### src/rtl/pe_add_feeder.sv
// Operand FIFO feeding a 1-cycle adder PE, with a 1-deep result slot presented on valid/ready.
// Latency: push at edge N -> issue cycle N+1 -> result valid cycle N+2; a stalled result blocks issue while the FIFO fills.
module pe_add_feeder #(
    parameter int DATA_W = 8,
    parameter int DEPTH  = 4,
    parameter int CNT_W  = 16
) (
    input  logic                     clk,
    input  logic                     rst_n,
    input  logic                     flush,
    input  logic                     in_valid,
    output logic                     in_ready,
    input  logic [DATA_W-1:0]        in_a,
    input  logic [DATA_W-1:0]        in_b,
    output logic                     pe_en,
    output logic [DATA_W-1:0]        pe_a,
    output logic [DATA_W-1:0]        pe_b,
    input  logic [DATA_W-1:0]        pe_add,
    output logic                     out_valid,
    input  logic                     out_ready,
    output logic [DATA_W-1:0]        out_data,
    output logic [$clog2(DEPTH):0]   fifo_count,
    output logic [CNT_W-1:0]         done_cnt
);

    localparam int PTR_W = $clog2(DEPTH);
    localparam logic [PTR_W:0] FULL = (PTR_W+1)'(DEPTH);

    logic [PTR_W-1:0]  wr_ptr_q, wr_ptr_d;
    logic [PTR_W-1:0]  rd_ptr_q, rd_ptr_d;
    logic [PTR_W:0]    count_q, count_d;
    logic              pending_q, pending_d;
    logic [CNT_W-1:0]  done_cnt_q, done_cnt_d;
    logic [DATA_W-1:0] mem_a_q [DEPTH];
    logic [DATA_W-1:0] mem_a_d [DEPTH];
    logic [DATA_W-1:0] mem_b_q [DEPTH];
    logic [DATA_W-1:0] mem_b_d [DEPTH];

    logic push;
    logic issue;
    logic handshake;

    assign in_ready   = !flush && (count_q != FULL);
    assign push       = in_valid && in_ready;
    assign handshake  = pending_q && out_ready;
    // A new operation may only enter the PE when the current result leaves this cycle.
    assign issue      = !flush && (count_q != '0) && (!pending_q || out_ready);

    assign pe_en      = issue;
    assign pe_a       = mem_a_q[rd_ptr_q];
    assign pe_b       = mem_b_q[rd_ptr_q];
    assign out_valid  = pending_q;
    assign out_data   = pe_add;
    assign fifo_count = count_q;
    assign done_cnt   = done_cnt_q;

    always_comb begin
        mem_a_d = mem_a_q;
        mem_b_d = mem_b_q;
        if (push) begin
            mem_a_d[wr_ptr_q] = in_a;
            mem_b_d[wr_ptr_q] = in_b;
        end
    end

    always_comb begin
        wr_ptr_d   = wr_ptr_q;
        rd_ptr_d   = rd_ptr_q;
        count_d    = count_q;
        pending_d  = pending_q;
        done_cnt_d = done_cnt_q;
        if (flush) begin
            wr_ptr_d   = '0;
            rd_ptr_d   = '0;
            count_d    = '0;
            pending_d  = 1'b0;
            done_cnt_d = '0;
        end else begin
            if (push)
                wr_ptr_d = wr_ptr_q + PTR_W'(1);
            if (issue)
                rd_ptr_d = rd_ptr_q + PTR_W'(1);
            case ({push, issue})
                2'b10:   count_d = count_q + (PTR_W+1)'(1);
                2'b01:   count_d = count_q - (PTR_W+1)'(1);
                default: count_d = count_q;
            endcase
            if (issue)
                pending_d = 1'b1;
            else if (handshake)
                pending_d = 1'b0;
            if (handshake)
                done_cnt_d = done_cnt_q + CNT_W'(1);
        end
    end

    always_ff @(posedge clk or negedge rst_n) begin
        if (!rst_n) begin
            wr_ptr_q   <= '0;
            rd_ptr_q   <= '0;
            count_q    <= '0;
            pending_q  <= 1'b0;
            done_cnt_q <= '0;
        end else begin
            wr_ptr_q   <= wr_ptr_d;
            rd_ptr_q   <= rd_ptr_d;
            count_q    <= count_d;
            pending_q  <= pending_d;
            done_cnt_q <= done_cnt_d;
        end
    end

    // Operand storage carries no reset; its contents are only read behind count_q.
    always_ff @(posedge clk) begin
        mem_a_q <= mem_a_d;
        mem_b_q <= mem_b_d;
    end

endmodule

### config.mk
export PLATFORM = sky130hd
export DESIGN_NAME = pe_add_feeder
export DESIGN_NICKNAME = d
export VERILOG_FILES = /design/src/rtl/pe_add_feeder.sv
export SDC_FILE = /design/constraint.sdc
export NUM_CORES = 1
export LEC_CHECK = 0
export ABC_AREA = 1
export BUFFER_PORTS_ARGS = -buffer_cell sky130_fd_sc_hd__clkbuf_2
export CORE_MARGIN = 2
export CORE_UTILIZATION = 55
export CTS_CLUSTER_DIAMETER = 120
export DETAILED_ROUTE_END_ITERATION = 12
export PLACE_DENSITY = 0.84
export SLEW_MARGIN = 30
export SYNTH_ARGS = -nofsm -noshare
export SYNTH_HDL_FRONTEND = slang
export SYNTH_SLANG_ARGS = --single-unit
### constraint.sdc
create_clock -name clk -period 3 [get_ports clk]
set_clock_uncertainty 0.05 [all_clocks]
set_input_delay 0 -clock clk [delete_from_list [all_inputs] [get_ports clk]]
set_output_delay 0 -clock clk [all_outputs]
set_load 0.1 [all_outputs]
==> results of run 1 <==
metrics by stage:
stage | utilization (%) | hold slack (ps) | setup slack (ps) | area [um2]
6_report | 68.26 | 130.7 | 608.9 | 4612
5_1_grt | 68.26 | 193.1 | 387.8 | 4612
4_1_cts | 68.26 | 144.0 | 614.4 | 4612
3_5_place_dp | 61.37 | -48.82 | 933.8 | 4146
3_3_place_gp | 61.37 | -48.82 | 1023 | 4146
2_1_floorplan | - | -345.6 | 108.9 | 3841
registers in the layout (all words and copies together), names as in the netlist:
name	count
mem_a_q	32
mem_b_q	32
done_cnt	16
fifo_count	3
rd_ptr_q	2
wr_ptr_q	2
out_valid	1
worst reg2reg max path, stage by stage (launching register included):
cell and delay, ps:
dfrtp_1 440, inv_1 110, nand2_1 50, nor2_1 210, nor2_4 80, nand2_2 120
inv_1 70, fa_1 370, xor2_1 210, nand3b_1 130, nand2_1 50, nand3_1 60
nand2_1 50
synthesized netlist by cell type, types with 2 or more instances:
| cell type | n |
|---|---|
| a21oi_1 | 10 |
| buf_2 | 5 |
| buf_4 | 8 |
| buf_6 | 2 |
| clkbuf_1 | 6 |
| dfrtp_1 | 24 |
| edfxtp_1 | 64 |
| ha_1 | 5 |
| inv_1 | 27 |
| nand2_1 | 40 |
| nand2_2 | 4 |
| nand3_1 | 16 |
| nand3b_1 | 2 |
| nand4_1 | 3 |
| nor2_1 | 60 |
| nor2_4 | 2 |
| nor3_1 | 8 |
| o21ai_0 | 40 |
| o22ai_1 | 16 |
per-layer routing:
metal	GRT usage, %	vias up
li1	-	1376
met1	27.04	1361
met2	37.88	80
met3	5.561	7
met4	6.294	0
met5	0	-
logic make-up (layout without fill, tap and decap cells):
group	count (synthesis)	in the layout	share of synthesized area, %
simple gates	139	139	16.14
flops	88	88	65.73
compound gates	69	69	9.619
buf+inv	49	137	6.130
fa+ha+maj	6	6	2.152
xor+xnor	1	1	0.2283
layout make-up:
type                    count  area (um2)  share of cell area [%]
clock inverters             5       33.78                  0.7325
flip-flops and latches     88        2522                   54.69
multi-input cells         215        1084                   23.49
repair buffers             93       625.6                   13.56
well taps                  80       100.1                   2.170
clock buffers              11       141.4                   3.066
inverters                  28       105.1                   2.279
final timing paths:
check                               from             to  slack (ps)  depth (start not counted)
setup / recovery             rd_ptr_q[0]        pe_a[0]         610                          4
hold / removal                     rst_n   done_cnt[12]         130                          2
setup reg to reg           fifo_count[0]  fifo_count[2]         910                         12
hold reg to reg             done_cnt[15]   done_cnt[15]         530                          3
max in group asynchronous          rst_n    wr_ptr_q[0]        2360                          2
min in group clk                 in_b[4]     mem_b_q[4]         350                          2
repair_timing:
action	in CTS	in global routing
endpoints found under the hold margin	104	0
hold buffers	29	0
setup buffers	0	0
cell usage in the layout (no fill, tap or decap):
cell type,Yosys,final
a211oi_1,1,1
a21oi_1,10,9
a21oi_2,0,1
a31oi_1,1,1
buf_4,8,6
clkbuf_1,6,1
clkbuf_2,0,58
clkbuf_8,0,10
clkinv_1,0,1
clkinv_2,0,2
clkinv_4,0,1
clkinvlp_4,0,2
dfrtp_1,24,24
dlygate4sd3_1,0,29
edfxtp_1,64,64
fa_1,1,1
ha_1,5,5
inv_1,27,26
inv_2,1,1
nand2_1,40,40
nand2_2,4,4
nand3_1,16,16
nand3_4,1,1
nand3b_1,2,2
nand4_1,3,3
nand4_2,1,1
nor2_1,60,60
nor2_2,1,1
nor2_4,2,2
nor3_1,8,8
o21ai_0,40,40
o21ai_1,1,1
o22ai_1,16,16
or2_0,1,1
xor2_1,1,1
power breakdown:
part	internal, uW	total (uW)	switching, uW
registers	1400	1470	68.9
logic	316	1940	1620
clock network	322	729	407
==> reports/metrics.yaml, run 1 <==
cts_tree: "built"
first_global_vias: 2758
rsz0062_at_grt: "no"
relSlewSlack_pct: 34.91
worstMarginPinSlew_ps: 973.2
synth_seq_cells: 88
ant_nets: 0
synthDistinctLibCells: 29
wirelength_um: 7789
ir_drop_uv: 929.5
synth_edf_count: 64
fin_nets: 470
vias: 2824
fp.dieH_um: 87.53
arrival_ps: 2340
core_area_mm2: 0.006756
critPathMaxFanout: 33
wl_per_cell_um: 14.98
initial_core_util_pct: 56.80
wl_met3_um: 387
ios: 75
leakage_uw: 0.001867
top_layer: "met4"
netlist.area_leader.share_pct: 50.08
crit_required_ps: 2950
cp-start-kind: "flop"
rows: 30
antenna_cells: 0
wl_met2_um: 3879
fin_cells: 520
yosysSeqAreaShare_pct: 65.73
die_w_um: 87.53
vias_per_cell: 5.431
gp_congestion: 0.8545
dieArea_mm2: 0.007662
final-setup-viol-count: 0
grtUsageTotal_pct: 21.76
post_synth.cell_area_avg_um2: 10.90
drc: 0
netlist_area_mm2: 0.003837
cts-htree-levels: 3
grt_first_pass_wirelength_um: 12750
async_reset_ff_share_pct: 27.27
cts-root-buf: "clkbuf_8"
drv_cap: 0
finalCriticalPeriod_ps: 2391
slowest_delay_ps: 660
place_inst: 475
clock_latency_ps: 350
path_delay_family: "buffers and inverters"
synth_top_cell_by_area: "edfxtp_1"
crit_chain: "clkinv_1 > o21ai_0 > o22ai_1 > clkbuf_2"
fill_cells: 478
finalCritPeriodShare_pct: 79.70
synthTopCellsByArea: "edfxtp_1, dfrtp_1, nor2_1, o21ai_0, nand2_1"
cts_made_buffers: 9
drive_gt1_share_pct: 20.45
hold_viol_final: 0
fin_setup_tns_ps: 0
path_class: "flop to output pin"
fmax_mhz: 418.2
area_growth_pct: 20.18
crit_slowest_cell: "clkinv_1"
crit_path_end_kind: "output pin"
dpl.hpwl_um: 5010
cts_buffer_depth: 2
grt_max_degree: 34
synth_ff_type: "edfxtp_1"
antenna_found_initial: 0
power_density_mw_per_mm2: 896.3
io_buffers: 58
outcome: "completed"
overflow: 0
cts_resized: 0
report.final.slew_viol_count: 0
drtIter0Drc: 213
hp-class: "input port to asynchronous set/reset pin"
p_total_uw: 4134
clock-sinks: 88
met1_length_um: 3451
dr.pass1.iters: 4
yosys_warnings: 0
synth_nets: 387
critPathBufInv: 2
synthesis.instances: 352
clkTransAtPathRegs_ps: 90
Power figures use the tool's default switching activity.
==> run 2: changes to the inputs <==
==> constraint.sdc (replaced) <==
create_clock -name clk -period 2.49 [get_ports clk]
set_clock_uncertainty 0.05 [all_clocks]
set_input_delay 0 -clock clk [delete_from_list [all_inputs] [get_ports clk]]
set_output_delay 0 -clock clk [all_outputs]
set_load 0.1 [all_outputs]
==> run 2 against run 1 <==
  * Via count is 0.39% higher
  * Combinational power is 47% higher
  * Core utilization is 4.3 points higher
  * Clock power is 44% higher
  * Die area stayed put
  * Sequential share of layout area is 3.0 points lower
  * Hold slack worse by 6.0 ps
==> reports/metrics.yaml, run 2 (synthesis results as in run 1) <==
first_global_vias: 2775
slowest_delay_ps: 750
fin_setup_tns_ps: 0
vias: 2835
final_area_mm2: 0.004905
core_area_mm2: 0.006756
gp_congestion: 0.8599
grt_first_pass_wirelength_um: 12950
hp-class: "input port to asynchronous set/reset pin"
drc: 0
antenna_found_initial: 0
relSlewSlack_pct: 33.89
clkTransAtPathRegs_ps: 80
cts_setup_buffers: 0
die_w_um: 87.53
clock_latency_ps: 350
layout_setup_ws_ps: 175.2
rrSetupSlack_ps: 300
cts_buffer_depth: 2
initial_core_util_pct: 56.80
overflow: 0
critPathMaxFanout: 18
fin_nets: 470
placed_cell_area_mm2: 0.004399
hold_viol_final: 0
path_delay_family: "flip-flops"
critPathBufInv: 2
fmax_mhz: 432.0
ir_drop_uv: 773.9
outcome: "completed"
crit_slowest_cell: "dfrtp_1"
power_density_mw_per_mm2: 1158
grt_max_degree: 34
cts_tree: "built"
fp.dieH_um: 87.53
post-place-ws_ps: 295.0
io_buffers: 58
grtUsageTotal_pct: 22.54
drtIter0Drc: 234
drive_gt1_share_pct: 21.14
rows: 30
final-setup-viol-count: 0
dieArea_mm2: 0.007662
ant_nets: 0
ios: 75
crit_path_end_kind: "output pin"
path_class: "flop to output pin"
cp-start-kind: "flop"
vias_per_cell: 5.452
cts-root-buf: "clkbuf_8"
finalCriticalPeriod_ps: 2315
cts-htree-levels: 3
rsz0062_at_grt: "no"
area_growth_pct: 27.81
cts_made_buffers: 9
antenna_cells: 0
leakage_uw: 0.001965
finalCritPeriodShare_pct: 92.97
report.final.slew_viol_count: 0
p_total_uw: 5678
clock-sinks: 88
worstMarginPinSlew_ps: 988.3
crit_chain: "clkinvlp_4 > o21ai_0 > o22ai_1 > buf_12"
drv_cap: 0
final_cell_mix: "edfxtp_1, nor2_1, clkbuf_2, nand2_1, o21ai_0"
layout_commonest_cell: "edfxtp_1"
crit_required_ps: 2440
hold_ws_ps: 124.6
wl_per_cell_um: 15.38
wirelength_um: 7998
arrival_ps: 2260
dr.pass1.iters: 4
dpl.hpwl_um: 5018
## run 2: per-stage QoR
| stage | instances | util, % |
|---|---|---|
| 4_1_cts | 520 | 72.54 |
| 2_1_floorplan | 352 | - |
| 3_5_place_dp | 475 | 65.11 |
| 5_1_grt | 520 | 72.59 |
| 3_3_place_gp | 475 | 65.11 |
| 6_report | 520 | 72.59 |
## run 2: cell type report
type | instances | area (um2)
Fill cell | 450 | 1852
Multi-Input combinational cell | 215 | 1084
Tap cell | 80 | 100.1
Clock inverter | 6 | 83.83
Timing Repair Buffer | 93 | 865.8
Inverter | 28 | 108.9
Clock buffer | 10 | 127.6
Sequential cell | 88 | 2535
## run 2: final timing paths
| kind | depth (start not counted) | start | endpoint |
|---|---|---|---|
| min in group clk | 2 | in_b[6] | mem_b_q[22] |
| worst min register to register | 3 | done_cnt[15] | done_cnt[15] |
| max in group asynchronous | 2 | rst_n | fifo_count[0] |
| worst min-delay path | 2 | rst_n | done_cnt[0] |
| worst max-delay path | 4 | rd_ptr_q[1] | pe_a[7] |
| worst max register to register | 12 | fifo_count[0] | fifo_count[2] |
## run 2: timing repair
item,CTS,global route
hold buffers,29,0
resized for setup,0,1
hold endpoints to repair,104,0
setup endpoints to repair,0,1
## run 2: report_power, final
group          switching, uW  total (uW)  internal [uW]
Clock                    488        1050            561
Combinational           2040        2850            813
Sequential              82.7        1780           1700
Total                   2610        5680           3070
## run 2: routing by layer
metal	part of all wire [%]	vias to the layer above	GRT usage (%)
met5	0	-	0
met4	0.69	0	8.951
met1	40	1346	28.30
li1	-	1376	-
met3	6.6	6	5.749
met2	53	107	37.74
